$ cat src/rtl/cva6_clic_target_pkg.sv
// Shared types and constants for the CLIC target: FSM states and the {priv, level} rank key.
package cva6_clic_target_pkg;

    localparam int unsigned CLIC_LEVEL_W = 8;

    // riscv::priv_lvl_t encoding: U=0, S=1, M=3
    typedef logic [1:0] priv_lvl_t;

    typedef enum logic [1:0] {
        IDLE = 2'd0,
        REQ  = 2'd1,
        KILL = 2'd2
    } clic_target_state_e;

    typedef struct packed {
        priv_lvl_t                priv;
        logic [CLIC_LEVEL_W-1:0]  level;
    } clic_rank_t;

    localparam int unsigned CLIC_RANK_W = $bits(clic_rank_t);

endpackage

$ cat src/rtl/cva6_clic_target_max_tree.sv
// Binary max tree over (valid, key, id) leaves; larger key wins, ties go to the lower ID.
module cva6_clic_target_max_tree
    import cva6_clic_target_pkg::*;
#(
    parameter int unsigned NumSrc  = 64,
    parameter int unsigned IdWidth = $clog2(NumSrc)
) (
    input  logic       [NumSrc-1:0]  cand_i,
    input  clic_rank_t [NumSrc-1:0]  key_i,
    output logic                     win_valid_o,
    output logic       [IdWidth-1:0] win_id_o,
    output clic_rank_t               win_key_o
);

    localparam int unsigned Levels = $clog2(NumSrc);
    localparam int unsigned Leaves = 1 << Levels;

    for (genvar l = 0; l <= Levels; l++) begin : g_lvl
        localparam int unsigned N = Leaves >> l;

        logic       [N-1:0]              vld;
        clic_rank_t [N-1:0]              key;
        logic       [N-1:0][IdWidth-1:0] id;

        if (l == 0) begin : g_leaf
            // Leaves beyond NumSrc are padded invalid so any source count works
            for (genvar i = 0; i < N; i++) begin : g_node
                if (i < NumSrc) begin : g_src
                    assign vld[i] = cand_i[i];
                    assign key[i] = key_i[i];
                    assign id[i]  = IdWidth'(i);
                end else begin : g_pad
                    assign vld[i] = 1'b0;
                    assign key[i] = '0;
                    assign id[i]  = '0;
                end
            end
        end else begin : g_cmp
            for (genvar j = 0; j < N; j++) begin : g_node
                logic pick_hi;
                // Upper child only wins on a strictly larger key, so ties keep the lower ID
                assign pick_hi = g_lvl[l-1].vld[2*j+1] &
                                 (~g_lvl[l-1].vld[2*j] |
                                  (g_lvl[l-1].key[2*j+1] > g_lvl[l-1].key[2*j]));
                assign vld[j] = g_lvl[l-1].vld[2*j] | g_lvl[l-1].vld[2*j+1];
                assign key[j] = pick_hi ? g_lvl[l-1].key[2*j+1] : g_lvl[l-1].key[2*j];
                assign id[j]  = pick_hi ? g_lvl[l-1].id[2*j+1]  : g_lvl[l-1].id[2*j];
            end
        end
    end

    assign win_valid_o = g_lvl[Levels].vld[0];
    assign win_key_o   = g_lvl[Levels].key[0];
    assign win_id_o    = g_lvl[Levels].id[0];

endmodule

$ cat src/rtl/cva6_clic_target.sv
// CLIC target: per-source pending tracking, arbitration, and valid/ready + kill/kill-ack
// presentation of the highest-ranked enabled pending interrupt to the core.
module cva6_clic_target
    import cva6_clic_target_pkg::*;
#(
    parameter int unsigned NumSrc  = 64,
    parameter int unsigned IdWidth = $clog2(NumSrc)
) (
    input  logic                      clk_i,
    input  logic                      rst_ni,
    input  logic [NumSrc-1:0]         irq_src_i,
    input  logic [NumSrc-1:0]         src_ie_i,
    input  logic [NumSrc-1:0]         src_trig_edge_i,
    input  logic [NumSrc*8-1:0]       src_level_i,
    input  logic [NumSrc*2-1:0]       src_priv_i,
    output logic                      clic_irq_valid_o,
    input  logic                      clic_irq_ready_i,
    output logic [IdWidth-1:0]        clic_irq_id_o,
    output logic [CLIC_LEVEL_W-1:0]   clic_irq_level_o,
    output logic [1:0]                clic_irq_priv_o,
    output logic                      clic_irq_kill_o,
    input  logic                      clic_irq_kill_ack_i
);

    logic [NumSrc-1:0]        src_q;
    logic [NumSrc-1:0]        edge_pend_q, edge_pend_d;
    logic [NumSrc-1:0]        edge_det, pending, cand, acc_clr;
    clic_rank_t [NumSrc-1:0]  key;

    clic_target_state_e       state_q, state_d;
    logic                     valid_q, valid_d;
    logic                     kill_q, kill_d;
    logic [IdWidth-1:0]       id_q, id_d;
    logic [CLIC_LEVEL_W-1:0]  level_q, level_d;
    priv_lvl_t                priv_q, priv_d;
    logic                     accept;

    logic                     win_valid;
    logic [IdWidth-1:0]       win_id;
    clic_rank_t               win_key;
    clic_rank_t               presented_key;

    // Edge sources latch into edge_pend_q; level sources follow the registered line
    assign edge_det = irq_src_i & ~src_q & src_trig_edge_i;
    assign pending  = (src_trig_edge_i & edge_pend_q) | (~src_trig_edge_i & src_q);
    assign cand     = pending & src_ie_i;

    always_comb begin
        key = '0;
        for (int unsigned i = 0; i < NumSrc; i++) begin
            key[i].priv  = src_priv_i[2*i +: 2];
            key[i].level = src_level_i[CLIC_LEVEL_W*i +: CLIC_LEVEL_W];
        end
    end

    cva6_clic_target_max_tree #(
        .NumSrc  (NumSrc),
        .IdWidth (IdWidth)
    ) u_max_tree (
        .cand_i      (cand),
        .key_i       (key),
        .win_valid_o (win_valid),
        .win_id_o    (win_id),
        .win_key_o   (win_key)
    );

    assign presented_key = '{priv: priv_q, level: level_q};

    always_comb begin
        state_d = state_q;
        valid_d = valid_q;
        kill_d  = kill_q;
        id_d    = id_q;
        level_d = level_q;
        priv_d  = priv_q;
        accept  = 1'b0;
        unique case (state_q)
            IDLE: begin
                if (win_valid) begin
                    id_d    = win_id;
                    level_d = win_key.level;
                    priv_d  = win_key.priv;
                    valid_d = 1'b1;
                    state_d = REQ;
                end
            end
            REQ: begin
                // Acceptance takes precedence over withdrawing a stale request
                if (clic_irq_ready_i) begin
                    valid_d = 1'b0;
                    accept  = 1'b1;
                    state_d = IDLE;
                end else if (!cand[id_q] ||
                             (win_valid && (win_id != id_q) && (win_key > presented_key))) begin
                    valid_d = 1'b0;
                    kill_d  = 1'b1;
                    state_d = KILL;
                end
            end
            KILL: begin
                if (clic_irq_kill_ack_i) begin
                    kill_d  = 1'b0;
                    state_d = IDLE;
                end
            end
            default: begin
                state_d = IDLE;
                valid_d = 1'b0;
                kill_d  = 1'b0;
            end
        endcase
    end

    always_comb begin
        acc_clr = '0;
        for (int unsigned i = 0; i < NumSrc; i++) begin
            acc_clr[i] = accept & (id_q == IdWidth'(i)) & src_trig_edge_i[i];
        end
        // A new edge in the accept cycle survives the clear
        edge_pend_d = (edge_pend_q & ~acc_clr) | edge_det;
    end

    always_ff @(posedge clk_i or negedge rst_ni) begin
        if (!rst_ni) begin
            src_q       <= '0;
            edge_pend_q <= '0;
            state_q     <= IDLE;
            valid_q     <= 1'b0;
            kill_q      <= 1'b0;
            id_q        <= '0;
            level_q     <= '0;
            priv_q      <= '0;
        end else begin
            src_q       <= irq_src_i;
            edge_pend_q <= edge_pend_d;
            state_q     <= state_d;
            valid_q     <= valid_d;
            kill_q      <= kill_d;
            id_q        <= id_d;
            level_q     <= level_d;
            priv_q      <= priv_d;
        end
    end

    assign clic_irq_valid_o = valid_q;
    assign clic_irq_kill_o  = kill_q;
    assign clic_irq_id_o    = id_q;
    assign clic_irq_level_o = level_q;
    assign clic_irq_priv_o  = priv_q;

endmodule

$ cat config.mk
export PLATFORM = sky130hd
export DESIGN_NAME = cva6_clic_target
export DESIGN_NICKNAME = d
export VERILOG_FILES = /design/src/rtl/cva6_clic_target_pkg.sv /design/src/rtl/cva6_clic_target_max_tree.sv /design/src/rtl/cva6_clic_target.sv
export SDC_FILE = /design/constraint.sdc
export NUM_CORES = 2
export LEC_CHECK = 0
export CAP_MARGIN = 10
export CORE_UTILIZATION = 25
export DETAILED_ROUTE_END_ITERATION = 10
export GPL_TIMING_DRIVEN = 0
export PLACE_DENSITY = 0.44
export SETUP_SLACK_MARGIN = 0.4
export SYNTH_ARGS = -nofsm -noshare
export SYNTH_HDL_FRONTEND = slang
export SYNTH_SLANG_ARGS = --single-unit
$ cat constraint.sdc
create_clock -name clk_i -period 18.2 [get_ports clk_i]
set_clock_uncertainty 0.1 [all_clocks]
set_input_delay 1.82 -clock clk_i [delete_from_list [all_inputs] [get_ports clk_i]]
set_output_delay 1.82 -clock clk_i [all_outputs]
set_load 0.005 [all_outputs]
* Word level (Yosys, flattened, before mapping)
Cells that the tools add are included.
** Cells by class
- Bitwise logic cells :: 393
- Muxes and demuxes :: 143
- Eq/ne operators :: 71
- $lt $le $gt $ge :: 65
- Reductions and logical operators :: 10
** Operators by type and width (number)
- greater-than comparator 10 bit :: 64
- 2-to-1 mux 10 bit :: 63
- bitwise AND 64 bit :: 6
- == test 6 bit (second input constant) :: 32
- inverter 64 bit :: 3
- bitwise AND 1 bit :: 191
- 2-to-1 mux 6 bit :: 31
- bitwise OR 64 bit :: 2
- bitwise OR 1 bit :: 126
- == test 6 x 5 -> 1 bit (second input constant) :: 16
- inverter 1 bit :: 65
- == test 6 x 4 -> 1 bit (second input constant) :: 8
- 2-to-1 mux 1 bit :: 41
- == test 6 x 3 -> 1 bit (second input constant) :: 4
- == test 6 x 2 -> 1 bit (second input constant) :: 2
- 2-to-1 mux 2 bit :: 4
- inequality test 2 bit (second input constant) :: 4
- < comparator 6 x 7 -> 1 bit (second input constant) :: 1
- binary-select mux 1 bit (select 6 bit) :: 1
- == test 6 x 1 -> 1 bit (second input constant) :: 1
- logical NOT 6 bit :: 1
- inequality test 6 bit :: 1
- case mux 1 bit (3 select lines) :: 2
- case mux 2 bit (3 select lines) :: 1
- 10 further kinds :: 12
** Storage, ports and cells
- Logic and storage cells :: 690
- Input bits :: 836
- Output and inout port bits :: 18
- Flip-flop bits (word level) :: 148

* Longest topological paths before layout
- Depth in word-level cells :: 35
- Mapped depth :: 95
- Gate-level depth less buffers :: 89

* Cells and area by module
From an unflattened synthesis, not the netlist that was laid out.
** Second synthesis, totals
- Cell total of the unflattened synthesis :: 4041
- Area, all modules :: 32205.9 um^2
** Modules (own cells, without submodules)
- cva6_clic_target_max_tree :: sequential area each 0.0 um^2, times used 1, area each 24808.8 um^2, cells an instance 3337
- cva6_clic_target :: sequential area each 3703.6 um^2, times used 1, area each 7397.1 um^2, cells an instance 704

* Worst setup path before layout
Ideal clock, no wire load.
- Kind :: input to register
- Start point :: input port src_level_i[417]
- End point :: register state_q[1]
- Slack :: 859 ps
- Required time :: 17958 ps
- Data arrival time :: 17099 ps
- Buffers on the path :: 8
- Setup time :: 142 ps
- Cell stages on the path :: 94
- Path through :: inv_1 -> ha_1 -> nor2b_1 -> o21a_1 -> o21a_1 -> o21a_1 -> o21a_1 -> o21a_1 -> o21a_1 -> o21ai_0 -> nand2b_1 -> a21oi_1 -> nor2_1 -> o21bai_1 -> buf_1 -> mux2i_1 -> ha_1 -> nor2b_1 -> (+58 left out) -> o21a_1 -> ha_1 -> nor2b_1 -> o21ai_0 -> nand2b_1 -> a21oi_1 -> nor2b_1 -> o21ai_0 -> nand2b_1 -> a21oi_1 -> nor2b_1 -> o21ai_0 -> nand2b_1 -> a21oi_1 -> or3_1 -> a41oi_1 -> a311oi_2 -> o32ai_1
** RTL lines
- from (decl) :: RTL line cva6_clic_target.sv:14 : input logic [NumSrc*8-1:0] src_level_i,
- to (signal assigned) :: RTL line cva6_clic_target.sv:136 : state_q <= state_d;
- to (decl) :: RTL line cva6_clic_target.sv:30 : clic_target_state_e state_q, state_d;

==> impl_results.md <==
- Run status: completed
- Leak: 21.0 nW
- Combinational power share: 0.863
- Slowest Stage Delay on Critical Path: approximately 0.48 ns
- Syn_area_per_cell: ~7.6 sq um
- Number of buffers added on ports: roughly 850
- Vias in the first global route: 33.4k
- Starting Density: 0.253
- First-pass DRT Iterations: 5
- Placed Area: roughly 0.042 sq mm
- Max-slew headroom: 0.156
- Cells after synthesis: 4147
- Fillers: approximately 13k
- Min-Delay Path Depth: 1
- Register area share after synthesis: 0.118
- Int Power: about 2.8 mW
- Yosys Warn Count: 0
- GR Layer Usage met1: 0.276
- Switching share of power: 0.539
- Worst Reg-to-Reg Cells: a little under 80
- DP Cell Count: 6654
- Net Switching: 3.26 mW
- DRT Wirelength: between 150 and 200 mm
- Share of cells above drive strength 1: 0.0934
- I/O Pins: roughly 850
- Final setup viols: 0
- Grt met2 use: 0.428
- Slew Limit Fails: 0
- Worst-Skew Late Latency: between 0.5 and 0.6 ns
- Final Non-Filler Cells: 6740
- Remaining antenna violation count: 0
- RSZ-0062 raised after global routing: false
- EDFF count, synth: 0
- Critical path class: input pin to register
- Crit path DAT: ~17 ns
- Clock network fraction of design power: 0.069
- Final GP Congestion: 0.920
- Startpoint Class: input pin
- Design area: 0.0440 sq mm
- Die ar.: ~0.13 sq mm
- Maximum VDD drop: roughly 0.21 mV
- Worst-path clk slew: about 0.090 ns
- Area occupied by multi-input gates: approximately 0.026 sq mm
- Chip width: about 360 um
- Max Fclk: a little under 0.06 GHz
- Clock Tree Buf Depth: 2
- Design Power: about 6 mW
- Crit-path most repeated cell: o21a_1
- Wire per inst: about 23 um
- Worst Path Required: between 15 and 20 ns
- Root buffer cell: clkbuf_16
- Sinks on Clock Net: between 100 and 150
- Slowest cell on crit path: clkdlybuf4s50_1
- Largest net degree at the start of global routing: 77
- First-pass GRT wire length: about 220 mm
- Total gr overflow: 0
- Area growth from synthesis to layout: 39.8%
- Fin crit share: 0.930
- Area occupied by registers: ~0.0037 sq mm
- Via density: 4.95
- Max Cap Viol: 0
- Syn Nets: between 5k and 6k
- Hold Violations, Final: 0
- Synth Cell Area: between 0.03 and 0.04 sq mm
- CTS tree: done
- Antenna violations before repair: 38
- Worst setup EP type: register
- DRT iter0 DRCs: between 1.5k and 2k
- Least-Margin Pin Slew: approximately 1.3 ns
- Die Ht: approximately 360 um
- Gr usage total: 0.232
- Busiest grt layer: met2
- Worst-path maximum fanout: 10
- Nets: roughly 6.5k
- Post-synth cell types: 95
- Hold WC Path Type: register to register
- HPWL Detailed: approximately 130 mm
- Core Area: 0.124 sq mm
- Final core area utilization: 0.354
- CTS buffer count: 17
- Via count: 33.4k
- Fin crit period: 16.92 ns
- Ys async rst share: 1.00
- Seq pwr share: 0.069
- Post-CTS Hold Buffers: 0
- DRC Markers: 0
- Met3 Use GR: 0.0452
- Prevailing post-synth register cell: dfrtp_1
- Yosys reg bits: ~150
- # rows: ~130
- Pwr/cell area: ~140 mW/mm^2
- H-tree depth: 4
[cells in the final DEF, fill, tap and decap left out, drive strengths merged, types with 84 or more instances in the layout]
cell type and count:
mux2i 300, a21oi 314, o21a 84, nor2 286
o21ai 273, buf 88, dfrtp 148, a21o 89
nand3 109, nand4 100, clkdlybuf4s50 851, inv 546
nand2 403, clkbuf 86, ha 630, mux2 174
[cell usage after synthesis, drive strengths merged, types with 14 or more instances]
cell type	number	area [sq um]
and4	17	154
buf	24	96.3
nand2	403	1520
o21bai	22	165
ha	630	7880
o21a	84	631
dfrtp	148	3700
a21oi	314	1590
o31a	14	123
o31ai	17	133
and3	18	113
nand2b	41	257
and2	26	163
or2	14	87.6
mux2i	300	3000
or3	16	105
nor2b	74	463
nand3	109	546
a31oi	17	106
nand4	100	626
a21o	89	668
nor2	286	1080
a211oi	43	333
inv	539	2020
nor3	63	327
mux2	174	1960
o21ai	273	1370
a22oi	17	138
clkbuf	76	285
o211ai	28	220
[power groups by stage]
stage / clock network (mW) / logic (mW) / registers [mW]
2_1_floorplan: 0 / 3.05 / 0.412
3_3_place_gp: 0 / 4.67 / 0.419
3_5_place_dp: 0 / 4.71 / 0.419
4_1_cts: 0.438 / 4.96 / 0.413
5_1_grt: 0.444 / 5.76 / 0.419
6_report: 0.415 / 5.21 / 0.414
[sequential cells by signal, summed over array words and instances (netlist names)]
name	flops
clic_irq_level_o	8
clic_irq_kill_o	1
clic_irq_valid_o	1
src_q	64
state_q	2
clic_irq_id_o	6
clic_irq_priv_o	2
edge_pend_q	64
[cell type report]
class	instances	area share
multi-input combinational	3359	0.588
sequential	148	0.0842
clock buffer	17	0.00967
clock inverter	15	0.00444
tap	1637	0.0466
antenna	15	0.000853
timing repair buffer	909	0.207
inverter	540	0.0462
buffer	100	0.0133
[stage by stage]
step	setup WS, ns	hold slack [ns]	TNS, ns
floorplan	0.859	0.328	0
global placement	-4.08	0.337	-42.51
detailed placement	-4.02	0.345	-41.67
CTS	0.524	0.354	0
global route	0.351	0.367	0
finish	1.28	0.351	0
[cell families after synthesis]
family | count (synthesis) | synth area share
compound gates | 1034 | 0.208
xor+xnor | 13 | 0.00386
fa+ha+maj | 633 | 0.252
buf+inv | 640 | 0.0766
flops | 148 | 0.118
mux | 480 | 0.162
simple gates | 1199 | 0.180
[layer usage]
layer / vias to the layer above / part of all wire
met3: 130 / 0.055
met5: - / 0.0014
met2: 788 / 0.51
li1: 16800 / -
met4: 32 / 0.015
met1: 15600 / 0.42
[path summary, 6_finish.rpt]
path / slack (ns) / from / endpoint
hold / removal: 0.35 / src_q[48]$_DFF_PN0_ / edge_pend_q[48]$_DFF_PN0_
setup reg to reg: 3.16 / edge_pend_q[26]$_DFF_PN0_ / state_q[1]$_DFFE_PN0P_
setup / recovery: 1.28 / src_level_i[449] / state_q[1]$_DFFE_PN0P_
min in group asynchronous: 1.17 / rst_ni / src_q[4]$_DFF_PN0_
max in group asynchronous: 15.84 / rst_ni / src_q[33]$_DFF_PN0_
hold reg to reg: 0.35 / src_q[48]$_DFF_PN0_ / edge_pend_q[48]$_DFF_PN0_
[worst max-delay path, delay by kind of cell]
family	cells	cell delay [ns]
compound gates	43	7.15
fa+ha+maj	7	1.92
buf+inv	13	2.67
mux	4	1.62
simple gates	20	2.05
[repair_timing]
item	CTS	global route
pin swaps	5	20
hold endpoints to repair	0	0
setup buffers	8	31
gates resized for setup	110	155
setup endpoints to repair	20	4
cloned	0	0
Power figures use the tool's default switching activity.
